[src/rtl/riscv_pkg.sv]
// Shared definitions for the fetch stage: FSM state encoding, reset vector
// and a small alignment helper.
package riscv_pkg;

   // Fetch-stage controller states.
   typedef enum logic [1:0] {
      ST_BOOT  = 2'd0,
      ST_RUN   = 2'd1,
      ST_FAULT = 2'd2
   } if_state_e;

   // Byte address of the first instruction fetched after reset.
   localparam logic [31:0] RESET_VECTOR = 32'h0000_0000;

   // Instruction addresses must be word aligned (no compressed support).
   function automatic logic is_aligned(input logic [31:0] addr);
      return (addr[1:0] == 2'b00);
   endfunction

endpackage

[src/rtl/if_id_reg.sv]
// IF/ID pipeline register: captures the fetched instruction and its PC.
// Control priority is flush > hold > load. A flush clears only the valid bit;
// pc and instr keep their last value so they stay deterministic while invalid.
module if_id_reg
   import riscv_pkg::*;
(
   input  logic        clk_i,
   input  logic        rst_ni,
   input  logic        hold_i,
   input  logic        flush_i,
   input  logic [31:0] pc_i,
   input  logic [31:0] instr_i,
   output logic        valid_o,
   output logic [31:0] pc_o,
   output logic [31:0] instr_o
);

   // Register update: flush drops the instruction, hold freezes, else load.
   always_ff @(posedge clk_i or negedge rst_ni) begin
      if (!rst_ni) begin
         valid_o <= 1'b0;
         pc_o    <= 32'h0;
         instr_o <= 32'h0;
      end else if (flush_i) begin
         valid_o <= 1'b0;
      end else if (!hold_i) begin
         valid_o <= 1'b1;
         pc_o    <= pc_i;
         instr_o <= instr_i;
      end
   end

endmodule

[src/rtl/if_stage.sv]
// Instruction fetch stage: PC register, next-PC selection and the
// BOOT/RUN/FAULT controller, feeding the IF/ID register.
//
// id_valid_o is a plain qualifier with no back-pressure: when it is 1 the
// id_pc_o/id_instr_o pair is a real instruction; the downstream stage
// throttles fetch only through stall_i. Redirects always win over stalls.
module if_stage
   import riscv_pkg::*;
#(
   parameter logic [31:0] RESET_PC = RESET_VECTOR
) (
   input  logic        clk_i,
   input  logic        rst_ni,
   input  logic        stall_i,
   input  logic        redirect_i,
   input  logic [31:0] redirect_pc_i,
   output logic [31:0] imem_addr_o,
   input  logic [31:0] imem_data_i,
   output logic        id_valid_o,
   output logic [31:0] id_pc_o,
   output logic [31:0] id_instr_o,
   output logic        fault_o,
   output logic [31:0] fault_pc_o,
   output logic [1:0]  state_o
);

   if_state_e   state;
   logic [31:0] pc;
   logic [31:0] pc_next;
   logic        redirect_ok;
   logic        id_flush;
   logic        id_hold;

   assign redirect_ok = redirect_i && is_aligned(redirect_pc_i);
   assign imem_addr_o = {2'b00, pc[31:2]};
   assign state_o     = state;

   // Next-PC mux: redirect > stall > sequential, only while running or faulted.
   always_comb begin
      pc_next = pc;
      case (state)
         ST_BOOT:  pc_next = RESET_PC;
         ST_RUN: begin
            if (redirect_i) begin
               if (redirect_ok) pc_next = redirect_pc_i;
            end else if (!stall_i) begin
               pc_next = pc + 32'd4;
            end
         end
         ST_FAULT: begin
            if (redirect_ok) pc_next = redirect_pc_i;
         end
         default:  pc_next = RESET_PC;
      endcase
   end

   // IF/ID control: drop the slot outside RUN or on any redirect, hold on stall.
   always_comb begin
      id_flush = (state != ST_RUN) || redirect_i;
      id_hold  = stall_i;
   end

   // Controller FSM with the PC and fault reporting registers.
   always_ff @(posedge clk_i or negedge rst_ni) begin
      if (!rst_ni) begin
         state      <= ST_BOOT;
         pc         <= RESET_PC;
         fault_o    <= 1'b0;
         fault_pc_o <= 32'h0;
      end else begin
         pc <= pc_next;
         case (state)
            ST_BOOT: begin
               state <= ST_RUN;
            end
            ST_RUN: begin
               if (redirect_i && !redirect_ok) begin
                  state      <= ST_FAULT;
                  fault_o    <= 1'b1;
                  fault_pc_o <= redirect_pc_i;
               end
            end
            ST_FAULT: begin
               if (redirect_ok) begin
                  state   <= ST_RUN;
                  fault_o <= 1'b0;
               end else if (redirect_i) begin
                  fault_pc_o <= redirect_pc_i;
               end
            end
            default: begin
               state <= ST_BOOT;
            end
         endcase
      end
   end

   if_id_reg u_if_id_reg (
      .clk_i   (clk_i),
      .rst_ni  (rst_ni),
      .hold_i  (id_hold),
      .flush_i (id_flush),
      .pc_i    (pc),
      .instr_i (imem_data_i),
      .valid_o (id_valid_o),
      .pc_o    (id_pc_o),
      .instr_o (id_instr_o)
   );

endmodule

[config.mk]
export PLATFORM = sky130hd
export DESIGN_NAME = if_stage
export DESIGN_NICKNAME = d
export VERILOG_FILES = /design/src/rtl/riscv_pkg.sv /design/src/rtl/if_id_reg.sv /design/src/rtl/if_stage.sv
export SDC_FILE = /design/constraint.sdc
export NUM_CORES = 1
export LEC_CHECK = 0
export ABC_AREA = 1
export BUFFER_PORTS_ARGS = -buffer_cell sky130_fd_sc_hd__buf_2
export CORE_MARGIN = 3
export CORE_UTILIZATION = 52
export DETAILED_ROUTE_END_ITERATION = 8
export PLACE_DENSITY = 0.83
export SKIP_CTS_REPAIR_TIMING = 1
export SLEW_MARGIN = 20
export SYNTH_ARGS = -nofsm -noshare
export SYNTH_HDL_FRONTEND = slang
export SYNTH_SLANG_ARGS = --single-unit
[constraint.sdc]
create_clock -name clk_i -period 1.95 [get_ports clk_i]
set_input_delay 0.0975 -clock clk_i [delete_from_list [all_inputs] [get_ports clk_i]]
set_output_delay 0.0975 -clock clk_i [all_outputs]
set_load 0.005 [all_outputs]
# == Yosys cells after proc, flatten, opt, wreduce, memory -nomap -nowiden ==
# Cells that the tools add are included.
# word_totals
register_bits,132
latchBits,0
ramBits,0
romBits,0
output_inout_bits,132
elab_cells,46
memories,0
# op_classes
addsub,1
mul,0
div,0
magnitude_cmp,0
eq_ne,9
n_shift,0
muxes,16
bitwise,2
reduce_logical,11
# ops
operator,count
2-to-1 mux 32 bit,6
case mux 32 bit (2 select lines),2
adder 32 x 3 -> 32 bit (second input constant),1
!= test 2 bit (second input constant),4
case mux 2 bit (3 select lines),1
zero test 2 bit,2
2-to-1 mux 1 bit,4
2-to-1 mux 2 bit,2
!= test 2 x 1 -> 1 bit (second input constant),2
AND reduction 2 bit,2
AND reduction 4 bit,1
!= test 3 bit (second input constant),1
AND reduction 3 bit,1
equality test 2 x 1 -> 1 bit (second input constant),1
equality test 2 bit (second input constant),1
logical AND 1 bit,2
inverter 1 bit,2
case mux 1 bit (2 select lines),1
nonzero test 2 bit,1
zero test 1 bit,1
logical OR 1 bit,1

# == Logic depth before layout (Yosys ltp) ==
# Gate-level depths: netlist (run 1).
# logic_depth
depth_word,6
mapped_depth,11
depth_no_buf,11

# == Modules after synthesis ==
# Synthesis (run 1) repeated with hierarchy kept, for this count alone.
# unflattened
cells_unflattened,876
hier_area_um2,7093.1
# by_module_without_submodules
mod,n_inst,cells_per_inst,area_per_inst_um2,seq_area_each_um2
if_stage,1,596,4483.0,1676.6
if_id_reg,1,280,2610.0,1626.6

# == Least setup slack after synthesis (run 1) ==
# OpenSTA, ideal clock, no wires.
# synth_path
path_kind,register to register
from,"register state[0], in the netlist state_o[0]"
to,register fault_pc_o[0]
setup_ns,0.125
t_arrival_ns,1.554
t_required_ns,1.825
path_slack_ns,0.271
path_stages_with_launch,6
path_cell_list,dfrtp_1 > inv_1 > ha_1 > o21ai_1 > buf_4 > mux2_2
# synth_via
elab_chain_len,3
elab_cells_between_ends,8
# synth_rtl
item,line,rtl
start: declaration,if_stage.sv:27,if_state_e state;
start signal: assignment,if_stage.sv:66,state <= ST_BOOT;
start signal: assignment,if_stage.sv:74,state <= ST_RUN;
start signal: assignment,if_stage.sv:78,state <= ST_FAULT;
equality test 2 bit / equality test 2 x 1 -> 1 bit (equally long branches),if_stage.sv:72,case (state)
!= test 2 bit (no source line) / nonzero test 2 bit (equally long branches),--,
AND reduction 4 bit (no source line),--,
end signal: assignment,if_stage.sv:80,fault_pc_o <= redirect_pc_i;
end signal: assignment,if_stage.sv:88,fault_pc_o <= redirect_pc_i;
end: declaration,if_stage.sv:23,"output logic [31:0] fault_pc_o,"
# Several ways; a longest one is shown, not always the timed one.
# A chain may end at the register's enable or synchronous reset.

# == Final worst setup path (run 1) ==
# layout_path
from,"register state[1], in the netlist state_o[1]"
to,register pc[10]
# layout_via
elab_chain_len,2
elab_cells_between_ends,4
# layout_rtl
item,line,rtl
equality test 2 bit / equality test 2 x 1 -> 1 bit (equally long branches),if_stage.sv:41,case (state)
case mux 32 bit (2 select lines) / != test 3 bit (equally long branches),--,
end signal: assignment,if_stage.sv:71,pc <= pc_next;
end: declaration,if_stage.sv:28,logic [31:0] pc;
# Several ways; a longest one is shown, not always the timed one.

==> flow_summary.ini, run 1 <==
[outcome]
status = completed

[floorplanning]
pin_count = 200
dieArea_mm2 = 0.0145
die_h_um = 120
rows = 41
start_util_pct = 53.5
design.core.area_mm2 = 0.0127
chipWidth_um = 120

[synth]
synth.area.top_cells = dfrtp_1 (49%), nand2_1 (11%), mux2_4 (7.3%)
syn_inst = 766
yosysTopAreaCellShare_pct = 48.5
seq_area_frac_synth_pct = 48.5
ys_seq_elements = 132
yosysWarnings = 0
synth.cell_area_mm2 = 0.00681
syn_area_per_cell_um2 = 8.89
synth_cell_types = 32
post-synth-top-area-cell = dfrtp_1

[clocking]
cts.path.max_buffers = 2
cts_buffers = 17
clk_latency_ns = 0.43
cts_max_level = 4
cts_tree = yes
root_buffer = clkbuf_16
path_clk_slew_ns = 0.06
cts_sinks = 132

[routing]
ant_nets = 0
via_count = 6161
wl_um = 19900
drt_iter0_markers = 678
drc_errors = 0
drt_first_pass_iters = 5
vias_per_cell = 5.19
wl_per_cell_um = 16.7

[timing]
fmax_ghz = 0.556
post-route-period-util_pct = 92.3
setup_violations = 0
hold_violations = 0
report.final.slew_viol_count = 0
fin_crit_ns = 1.80
skew_ns = 0.00938
fin_ws_ns = 0.151

[global_route]
grt_first_pass_wirelength_um = 28900
grt_pass1_vias = 5593
antenna_found_initial = 0
gr-total-overflow = 0
grt_max_degree = 47
track_usage_pct = 25.5

[worst_setup_path]
worstSetupEndpointType = register
crit_type = reg -> reg
path_buf_inv = 4
critical_path.slowest_cell = dfrtp_1
critPathTopFamily = simple AND/OR/NAND/NOR gates
arrival_ns = 2.09
critical_path_required_ns = 2.24
worstPathMaxFanout = 14
worstSetupStartpointType = register
path_cells = inv_1, ha_2, nand2_1, nor2_2, inv_2, nand2_2, inv_2, buf_4, nand2_1, o21ai_0
slowest_delay_ns = 0.41

[finish]
num-nets-final = 1075
areaGrowthSynthToFinish_pct = 33.7
antenna_cells = 0
layout-drive-gt1-share_pct = 32.5
final_cells = 1187

[pwr]
sw_frac_of_total_pct = 32.6
internal-power_mw = 7.69
vdd_drop_max_uv = 957
switchingPower_mw = 3.72
power-per-cell-area_mw_per_mm2 = 1250
sequentialPowerShare_pct = 37.0
leakagePower_nw = 4.54
combPwrFrac_pct = 33.8
pwr-share-clk_pct = 29.3

[place]
hpwl_um = 13500
dpl_worst_slack_ns = 0.102
portBuffers = 197
finalWeightedCongestion = 1.00
place_inst = 1090

[flow_run]
cap_violations = 0

[hold_path]
hp-class = in -> reg
==> through the flow <==
step | util (%) | power (mW) | instance area (um^2) | TNS (ns) | hold slack, ns
2_1_floorplan | - | 6.32 | 6810 | 0 | -0.198
3_3_place_gp | 61.2 | 7.71 | 7790 | 0 | 0.0385
3_5_place_dp | 61.2 | 7.84 | 7790 | 0 | 0.0404
4_1_cts | 66.1 | 11.2 | 8410 | 0 | -0.418
5_1_grt | 71.5 | 12.0 | 9100 | -0.0435 | 0.124
6_report | 71.5 | 11.4 | 9100 | 0 | 0.0666
==> worst min-delay path: stages <==
cell    delay, ns
buf_2        0.08
inv_1        0.10
nor2_1       0.13
nor2_1       0.05
==> sequential cells by signal, summed over array words and instances (netlist names) <==
register	cells
u_if_id_reg.pc_o	32
fault_pc_o	32
fault_o	1
u_if_id_reg.valid_o	1
u_if_id_reg.instr_o	32
state_o	2
pc	32
==> cells by family after synthesis <==
| group | share of synthesized area [%] |
|---|---|
| adder cells (fa/ha/maj) | 0.919 |
| XOR/XNOR | 0.129 |
| buffers and inverters | 9.34 |
| flip-flops | 48.5 |
| multiplexers | 12.6 |
| AND/OR/NAND/NOR | 18.3 |
| AO/OA/AOI/OAI | 10.1 |
| other | 0.0551 |
==> cell usage in the layout, fill, tap and decap left out, drive strengths merged <==
cell type	count
nand3	32
a21oi	28
clkbuf	19
nor2	74
clkinv	5
o211ai	2
mux2	65
nand4	3
buf	211
o21ai	97
nand2	201
o31ai	1
xor2	1
o22ai	5
conb	2
ha	5
bufinv	3
a22oi	1
clkinvlp	2
dfrtp	132
dlygate4sd3	65
inv	61
==> worst paths after layout <==
path	start	to	slack, ns	cells past startpoint
max	state_o[1]	pc[10]	0.15	10
min	stall_i	u_if_id_reg.valid_o	0.07	4
max reg2reg	state_o[1]	pc[10]	0.15	10
min reg2reg	u_if_id_reg.pc_o[9]	u_if_id_reg.pc_o[9]	0.48	2
max in group asynchronous	rst_ni	pc[2]	1.20	3
min in group asynchronous	rst_ni	u_if_id_reg.pc_o[23]	0.15	2
==> synth_stat cells (all sizes together) <==
cell type,count
inv,57
mux2,65
nand2,201
dfrtp,132
clkbuf,9
a22oi,1
clkinv,1
nand3,32
a21oi,28
o31ai,1
o21ai,97
o22ai,5
xor2,1
o211ai,2
conb,1
nand4,3
ha,5
nor2,74
buf,51
==> power by group through the flow <==
stage          registers (mW)  clock network, mW  logic, mW
2_1_floorplan            4.22                  0       2.10
3_3_place_gp             4.16                  0       3.56
3_5_place_dp             4.20                  0       3.64
4_1_cts                  4.17               3.38       3.68
5_1_grt                  4.31               3.51       4.20
6_report                 4.22               3.34       3.85
==> area by class of cell <==
type	count	area, um^2
clock buffer	19	453
multi-input combinational	517	2910
timing repair buffer	276	1830
sequential	132	3310
inverter	58	220
tap	172	215
fill	968	3620
clock inverter	13	171
==> per-layer routing <==
layer | share of wire (%) | up-vias | GRT usage (%)
li1 | - | 2950 | -
met1 | 43 | 2884 | 35.7
met2 | 46 | 290 | 37.8
met3 | 8.0 | 37 | 6.64
met4 | 2.5 | 0 | 10.3
met5 | 0 | - | 0
No activity file was read; power rests on OpenSTA's default activity.
==> run 2, diff against run 1 <==
--- a/config.mk
+++ b/config.mk
@@ -11,6 +11,7 @@
 export CORE_UTILIZATION = 52
 export DETAILED_ROUTE_END_ITERATION = 8
 export PLACE_DENSITY = 0.83
+export REMOVE_ABC_BUFFERS = 1
 export SKIP_CTS_REPAIR_TIMING = 1
 export SLEW_MARGIN = 20
 export SYNTH_ARGS = -nofsm -noshare
==> run 2 against run 1 <==
  * The flow now finishes with violations (hold timing)
  * Sequential power fell by 0.9%
  * Utilization rose by 0.76 points
  * First-iteration DRC count fell by 25%
  * Clock-buffer cell count rose by 1
  * Worst setup slack got worse by 0.049 ns
  * Register-to-register slack got worse by 0.05 ns
  * Maximum frequency fell by 2.7%
  * Design area rose by 1.1%
  * Total power rose by 2.8%
  * Die area did not move
  * Via count fell by 0.97%
==> flow_summary.ini, run 2 (same netlist as run 1, synthesis figures left out) <==
[outcome]
status = finished, violations left
violations = hold timing

[clocking]
cts_tree = yes
cts_sinks = 132
root_buffer = clkbuf_16
cts_max_level = 4
cts_buffers = 17
clk_latency_ns = 0.43
cts.path.max_buffers = 2
path_clk_slew_ns = 0.06

[hold_path]
hp-class = in -> reg

[worst_setup_path]
arrival_ns = 2.14
worstSetupEndpointType = register
critical_path_required_ns = 2.24
worstSetupStartpointType = register
crit_type = reg -> reg
worstPathMaxFanout = 7

[place]
post_dp_cell_area_mm2 = 0.00783
place_inst = 1093
portBuffers = 197
finalWeightedCongestion = 0.952
hpwl_um = 12600

[floorplanning]
rows = 41
die_h_um = 120
design.core.area_mm2 = 0.0127
chipWidth_um = 120
start_util_pct = 53.5
pin_count = 200
dieArea_mm2 = 0.0145

[timing]
skew_ns = 0.0120
tns_ns = 0
tightest_slew_ns = 0.522
hold_violations = 1
report.final.slew_viol_count = 0
post-route-period-util_pct = 94.8
fin_crit_ns = 1.85
relSlewSlack_pct = 65.2
setup_violations = 0
fmax_ghz = 0.541
holdWs_ns = -0.00310

[routing]
ant_nets = 0
wl_per_cell_um = 16.0
drt_first_pass_iters = 5
via_count = 6101
vias_per_cell = 5.11
drc_errors = 0
wl_um = 19100
drt_iter0_markers = 511

[finish]
antenna_cells = 0
areaGrowthSynthToFinish_pct = 35.1
multi_input_area_mm2 = 0.00289
ff_latch_area_mm2 = 0.00330
final_cell_mix = nand2_1 (197), buf_2 (196), dfrtp_1 (132)
n_fill_cell = 972
num-nets-final = 1081
layout-drive-gt1-share_pct = 32.2
final_cells = 1193
layout_commonest_cell = nand2_1
fin_area_mm2 = 0.00919

[flow_run]
cap_violations = 0

[pwr]
power-per-cell-area_mw_per_mm2 = 1280
vdd_drop_max_uv = 920
leakagePower_nw = 4.60

[global_route]
grt_pass1_vias = 5532
grt_util_met2_pct = 38.9
grt_first_pass_wirelength_um = 28000
gr-total-overflow = 0
grt_max_degree = 55
met1_usage_pct = 32.4
met3_usage_pct = 7.11
grt.busiest_layer = met2
antenna_found_initial = 0
track_usage_pct = 24.5
## run 2: worst paths after layout
path	end	cells past startpoint	from	slack [ns]
min in group asynchronous	u_if_id_reg.pc_o[29]	2	rst_ni	0.21
max	pc[14]	8	state_o[0]	0.10
max reg2reg	pc[14]	8	state_o[0]	0.10
min	u_if_id_reg.valid_o	4	stall_i	-0.003
max in group asynchronous	u_if_id_reg.pc_o[20]	3	rst_ni	1.13
min reg2reg	u_if_id_reg.pc_o[6]	2	u_if_id_reg.pc_o[6]	0.48
## run 2: metrics by stage
stage	hold slack, ns	utilization, %	total power [mW]	worst slack [ns]
2_1_floorplan	-0.198	-	6.09	-0.800
3_5_place_dp	0.0904	61.5	7.91	0.159
3_3_place_gp	0.0856	61.5	7.76	0.253
6_report	-0.00310	72.3	11.7	0.102
5_1_grt	0.0115	72.3	12.4	-0.00125
4_1_cts	-0.366	66.8	11.5	0.151
## run 2: layout make-up
| class | instances | share of cell area [%] |
|---|---|---|
| inverter | 58 | 2.44 |
| clock inverter | 12 | 2.19 |
| sequential | 132 | 35.9 |
| timing repair inverter | 1 | 0.0817 |
| clock buffer | 20 | 5.08 |
| timing repair buffer | 281 | 20.5 |
| multi-input combinational | 517 | 31.4 |
| tap | 172 | 2.34 |
## run 2: power by group
group / switching (mW) / internal (mW) / leakage [nW]
Combinational: 1.92 / 2.07 / 2.58
Clock: 1.21 / 2.37 / 0.322
Sequential: 0.550 / 3.63 / 1.70
## run 2: critical path: stages, from the launching register on
cell and delay [ns]:
dfrtp_1 0.41, inv_1 0.08, ha_1 0.31, a21oi_4 0.29, clkinvlp_4 0.24, o21ai_0 0.12, o22ai_1 0.10, nand2_1 0.07
o21ai_0 0.09
## run 2: per-layer routing
metal | vias to the layer above | wire length, um
met5 | - | 0
met4 | 0 | 385
met3 | 26 | 1400
met2 | 258 | 9350
met1 | 2859 | 7980
li1 | 2958 | -
